<file path="src/rtl/timer_bank.sv">
// Bank of N_CH down-counting timers behind one MMIO window. Each channel counts
// PRESET down to 0, one-shot or auto-reload, and raises a sticky maskable pending flag.
module timer_bank #(
   parameter int N_CH     = 2,
   parameter int CH_W     = 1,
   parameter int PRESCALE = 1
) (
   input  logic              clk,
   input  logic              reset,
   input  logic [CH_W+1:0]   addr,
   input  logic              we,
   input  logic [3:0]        byteen,
   input  logic [31:0]       wdata,
   output logic [31:0]       rdata,
   output logic [N_CH-1:0]   irq,
   output logic              irq_any
);
   localparam int PW = (PRESCALE > 1) ? $clog2(PRESCALE) : 1;
   localparam logic [PW-1:0] PS_LAST = PW'(PRESCALE - 1);
   localparam int SLOTS = 2 ** CH_W;

   typedef enum logic [1:0] {IDLE, LOAD, CNT, INT} state_t;

   logic [CH_W-1:0] sel;
   logic [1:0]      rsel;
   logic [31:0]     byte_mask;
   logic [31:0]     slot_rdata [SLOTS];

   assign sel  = addr[CH_W+1:2];
   assign rsel = addr[1:0];

   genvar gi;
   generate
      for (gi = 0; gi < 4; gi++) begin : g_mask
         assign byte_mask[8*gi +: 8] = {8{byteen[gi]}};
      end

      // Decoder slots beyond N_CH read as zero and absorb writes.
      for (gi = 0; gi < SLOTS; gi++) begin : g_slot
         if (gi < N_CH) begin : g_ch
            state_t         state;
            logic [3:0]     ctrl;
            logic [31:0]    preset;
            logic [31:0]    count;
            logic           pending;
            logic [PW-1:0]  ps;
            logic           hit;
            logic           wr_ctrl;
            logic           wr_preset;
            logic           w1c;
            logic           set_pend;
            logic           auto_mode;
            logic [31:0]    preset_merged;

            assign hit           = we && (sel == CH_W'(gi));
            assign wr_ctrl       = hit && (rsel == 2'd0) && byteen[0];
            assign wr_preset     = hit && (rsel == 2'd1);
            assign w1c           = hit && (rsel == 2'd3) && byteen[0] && wdata[0];
            assign set_pend      = (state == CNT) && ctrl[0] && (count == 32'd0);
            assign auto_mode     = (ctrl[2:1] == 2'b01);
            assign preset_merged = (preset & ~byte_mask) | (wdata & byte_mask);

            always_ff @(posedge clk or posedge reset) begin
               if (reset) begin
                  state   <= IDLE;
                  ctrl    <= 4'd0;
                  preset  <= 32'd0;
                  count   <= 32'd0;
                  pending <= 1'b0;
                  ps      <= '0;
               end else begin
                  case (state)
                     IDLE: if (ctrl[0]) state <= LOAD;
                     LOAD: begin
                        count <= preset;
                        ps    <= '0;
                        state <= CNT;
                     end
                     CNT: begin
                        if (!ctrl[0]) begin
                           state <= IDLE;
                        end else if (count == 32'd0) begin
                           state <= INT;
                        end else if (ps == PS_LAST) begin
                           count <= count - 32'd1;
                           ps    <= '0;
                        end else begin
                           ps <= ps + 1'b1;
                        end
                     end
                     INT:     state <= auto_mode ? LOAD : IDLE;
                     default: state <= IDLE;
                  endcase

                  // A bus write to CTRL overrides the one-shot self-disable.
                  if (wr_ctrl)
                     ctrl <= wdata[3:0];
                  else if ((state == INT) && !auto_mode)
                     ctrl[0] <= 1'b0;

                  if (wr_preset)
                     preset <= preset_merged;

                  if (set_pend)
                     pending <= 1'b1;
                  else if (w1c)
                     pending <= 1'b0;
               end
            end

            assign slot_rdata[gi] = (rsel == 2'd0) ? {28'd0, ctrl} :
                                    (rsel == 2'd1) ? preset :
                                    (rsel == 2'd2) ? count :
                                                     {31'd0, pending};
            assign irq[gi] = pending & ctrl[3];
         end else begin : g_empty
            assign slot_rdata[gi] = 32'd0;
         end
      end
   endgenerate

   assign rdata   = slot_rdata[sel];
   assign irq_any = |irq;

endmodule

</file>
<file path="config.mk">
export PLATFORM = sky130hd
export DESIGN_NAME = timer_bank
export DESIGN_NICKNAME = d
export VERILOG_FILES = /design/src/rtl/timer_bank.sv
export SDC_FILE = /design/constraint.sdc
export NUM_CORES = 1
export LEC_CHECK = 0
export CORE_MARGIN = 1
export CORE_UTILIZATION = 45
export CTS_CLUSTER_DIAMETER = 40
export DETAILED_ROUTE_END_ITERATION = 7
export PLACE_DENSITY = 0.65
export SLEW_MARGIN = 40
export SYNTH_ARGS = -nofsm -noshare
export SYNTH_HDL_FRONTEND = slang
export SYNTH_SLANG_ARGS = --single-unit
</file>
<file path="constraint.sdc">
create_clock -name clk -period 4.9 [get_ports clk]
set_input_delay 0.735 -clock clk [delete_from_list [all_inputs] [get_ports clk]]
set_output_delay 0.735 -clock clk [all_outputs]
set_load 0.1 [all_outputs]
</file>
==> results by group <==
Worst setup path
  – Worst reg2reg path depth: 7
  – R2R Path Start: g_slot[0].g_ch.count[0]
  – CP startpoint: addr[0]
  – Critical path endpoint category: primary output
  – Crit path required time: 4160 ps
  – R2r setup slk: 1990 ps
  – Crit-path max FO: 68
  – Setup CP Type: input pin to primary output
  – Critical R2R Capture: g_slot[0].g_ch.count[29]
  – Crit start category: input pin
  – Critical Path AT: 3340 ps

STA
  – Actual slew at the worst max-slew pin: 888.7 ps
  – PnR worst setup slack: 823.8 ps
  – Final worst-path cycle share: 0.8319
  – Unrepaired setup endpoints after global routing: false
  – Post-layout min period: 4076 ps
  – Final TNS setup: 0 ps
  – Clk_skew: 13.97 ps
  – Fin. max-slew vios: 0
  – Slew HR: 0.4053
  – Fmax: 245.3 MHz
  – WHS: 538.8 ps
  – Count of endpoints failing setup in the final report: 0
  – Number of hold violations in the final report: 0

Floorplan
  – Die Y: 137.5 µm
  – IO Pins: 77
  – Initial Util: 0.4601
  – Core Rows: 49
  – Die Width: 137.5 µm
  – Core Box Area: 17,960 µm²
  – Die area: 18,910 µm²

Yosys
  – Post-synth net total: 905
  – Synth Warn #: 0
  – Adder-cell share of the synthesized area: 0.003028
  – Compound-gate portion of the synthesized area: 0.2548
  – Post-synthesis xor/xnor area fraction: 0
  – Post-synthesis sequential area ratio: 0.4299
  – Post-Syn Area: 8265 µm²
  – Post-Synth Simple-Gate Area: 0.1615
  – Mean Syn Cell Area: 9.600 µm²
  – Mux cell area share after synthesis: 0.1094
  – Leading area contributor after synthesis: dfrtp_1
  – Synthesized flop and latch total: 142
  – Area fraction of the dominant cell type after synthesis: 0.4299
  – Top_reg_cell synth: dfrtp_1
  – Library cells used by synthesis: 66
  – Largest cells by area after synthesis: dfrtp_1, mux2_2, a21oi_1, a22oi_1, nor2_1
  – EDFF count, synth: 0
  – Syn Inst Count: 861
  – Largest family of logic cells by synthesized area: compound AO/OA/AOI/OAI gates
  – Ys async rst share: 1.000

Cells and area
  – Layout area overhead: 16.92%
  – Fin area: 9664 µm²
  – Most common cell after layout, fill and taps aside: dfrtp_1
  – Number of nets in the layout: 943
  – Layout cells sized above 1: 0.1963
  – Commonest non-fill, non-tap cells in the layout: dfrtp_1, a21oi_1, mux2_2, nor2_1, nand2_1
  – N_diodes: 0

Drt
  – Post-route antenna net violation count: 0
  – DR pass1 iterations: 6
  – Routed wire per std cell: 22.80 µm
  – Post-route DRC violation count: 0
  – Routed vias/inst: 6.595
  – Final wirelength: 26.02 mm
  – 1st-iter DRT viols: 823
  – Total vias in the final route: 7,525

Clocking
  – CTS max path bufs: 2
  – Post-CTS Hold Buffers: 0
  – CTS Buf Count: 17
  – CTS tree: yes
  – Clock transition at the registers of the reported paths: 60 ps
  – Clock Sinks: 142
  – Clock root buffer: clkbuf_16
  – H-tree depth: 4
  – Post-CTS Setup Bufs: 0
  – Clock Latency Late Sink: 440 ps
  – PostCTS Resize Cnt: 0

Place
  – Post-place setup slack: 936.1 ps
  – Buffers on Ports: 76
  – DP Area: 9046 µm²
  – Hpwl dp: 18.23 mm
  – Placer congestion estimate: 0.8931

GRT
  – Initial antenna violation count: 0
  – Vias in the first global route: 6,924
  – Global-route wire length before repair: 40.70 mm
  – Gr usage total: 0.2877
  – Total gr overflow: 0
  – Largest net degree at the start of global routing: 87

Pwr
  – Total Power: 5.859 mW
  – Leakage power: 3.815 nW
  – Maximum vdd drop: 0.2921 mV
  – Pwr/cell area: 606.2 nW/µm²

Min path
  – Worst Hold Depth: 1
  – Worst min path class: flop to flop

Flow run
  – Max-Cap Viols: 0

Outcome
  – Status: finished clean
## per-layer routing
| layer | share of wire | track usage | up-vias |
|---|---|---|---|
| met1 | 0.46 | 0.4206 | 3761 |
| met3 | 0.058 | 0.05482 | 33 |
| li1 | - | - | 3439 |
| met4 | 0.020 | 0.08791 | 0 |
| met2 | 0.46 | 0.4274 | 292 |
| met5 | 0 | 0 | - |
## worst max-delay path, stage by stage
cell and delay (ps):
clkdlybuf4s50_1 830, nor2b_4 240, buf_4 560, a22oi_1 270, a21oi_1 300, buf_4 350
## synth_stat cells (5+ instances only)
cell type	instances
nand2_1	51
a41oi_1	6
a2bb2oi_1	9
o22ai_1	12
a221oi_1	28
nor2_1	66
o22a_1	20
a211oi_1	5
a21oi_1	83
nand4_1	12
nor3_1	27
a22o_1	8
inv_1	11
o211ai_1	9
o21ai_0	46
buf_2	11
clkbuf_1	44
a31oi_1	19
mux2_2	71
nor2b_1	7
nor4_1	21
nand3_1	14
mux2i_1	6
dfrtp_1	142
or4_1	13
buf_1	6
a22oi_1	40
## power breakdown
group	internal (mW)	total (mW)	switching [mW]
registers	1.60	2.27	0.671
clock network	0.815	1.35	0.533
logic	0.866	2.24	1.38
## area by class of cell
type,count,area [µm²]
Multi-Input combinational cell,640,4412
Timing Repair Buffer,87,755.7
Tap cell,229,286.5
Clock buffer,19,442.9
Fill cell,1644,8299
Sequential cell,142,3553
Clock inverter,13,165.2
Inverter,11,48.80
## logic make-up after synthesis
group	after synthesis
AOI/OAI and AO/OA	310
adders and majority gates	2
buffers and inverters	79
DFF	142
muxes	79
and+or+nand+nor	249
## through the flow
step           utilization  std cells
2_1_floorplan            -        861
3_3_place_gp        0.5041       1109
3_5_place_dp        0.5036       1109
4_1_cts             0.5374       1141
5_1_grt             0.5380       1141
6_report            0.5380       1141
## how the worst max path moves through the flow
stage / depth (start not counted) / end
floorplan: 1 / async pin
global placement: 6 / rdata[20]
detailed placement: 6 / rdata[20]
CTS: 6 / rdata[20]
global route: 6 / rdata[20]
finish: 6 / rdata[20]
(Power assumes the default switching activity.)
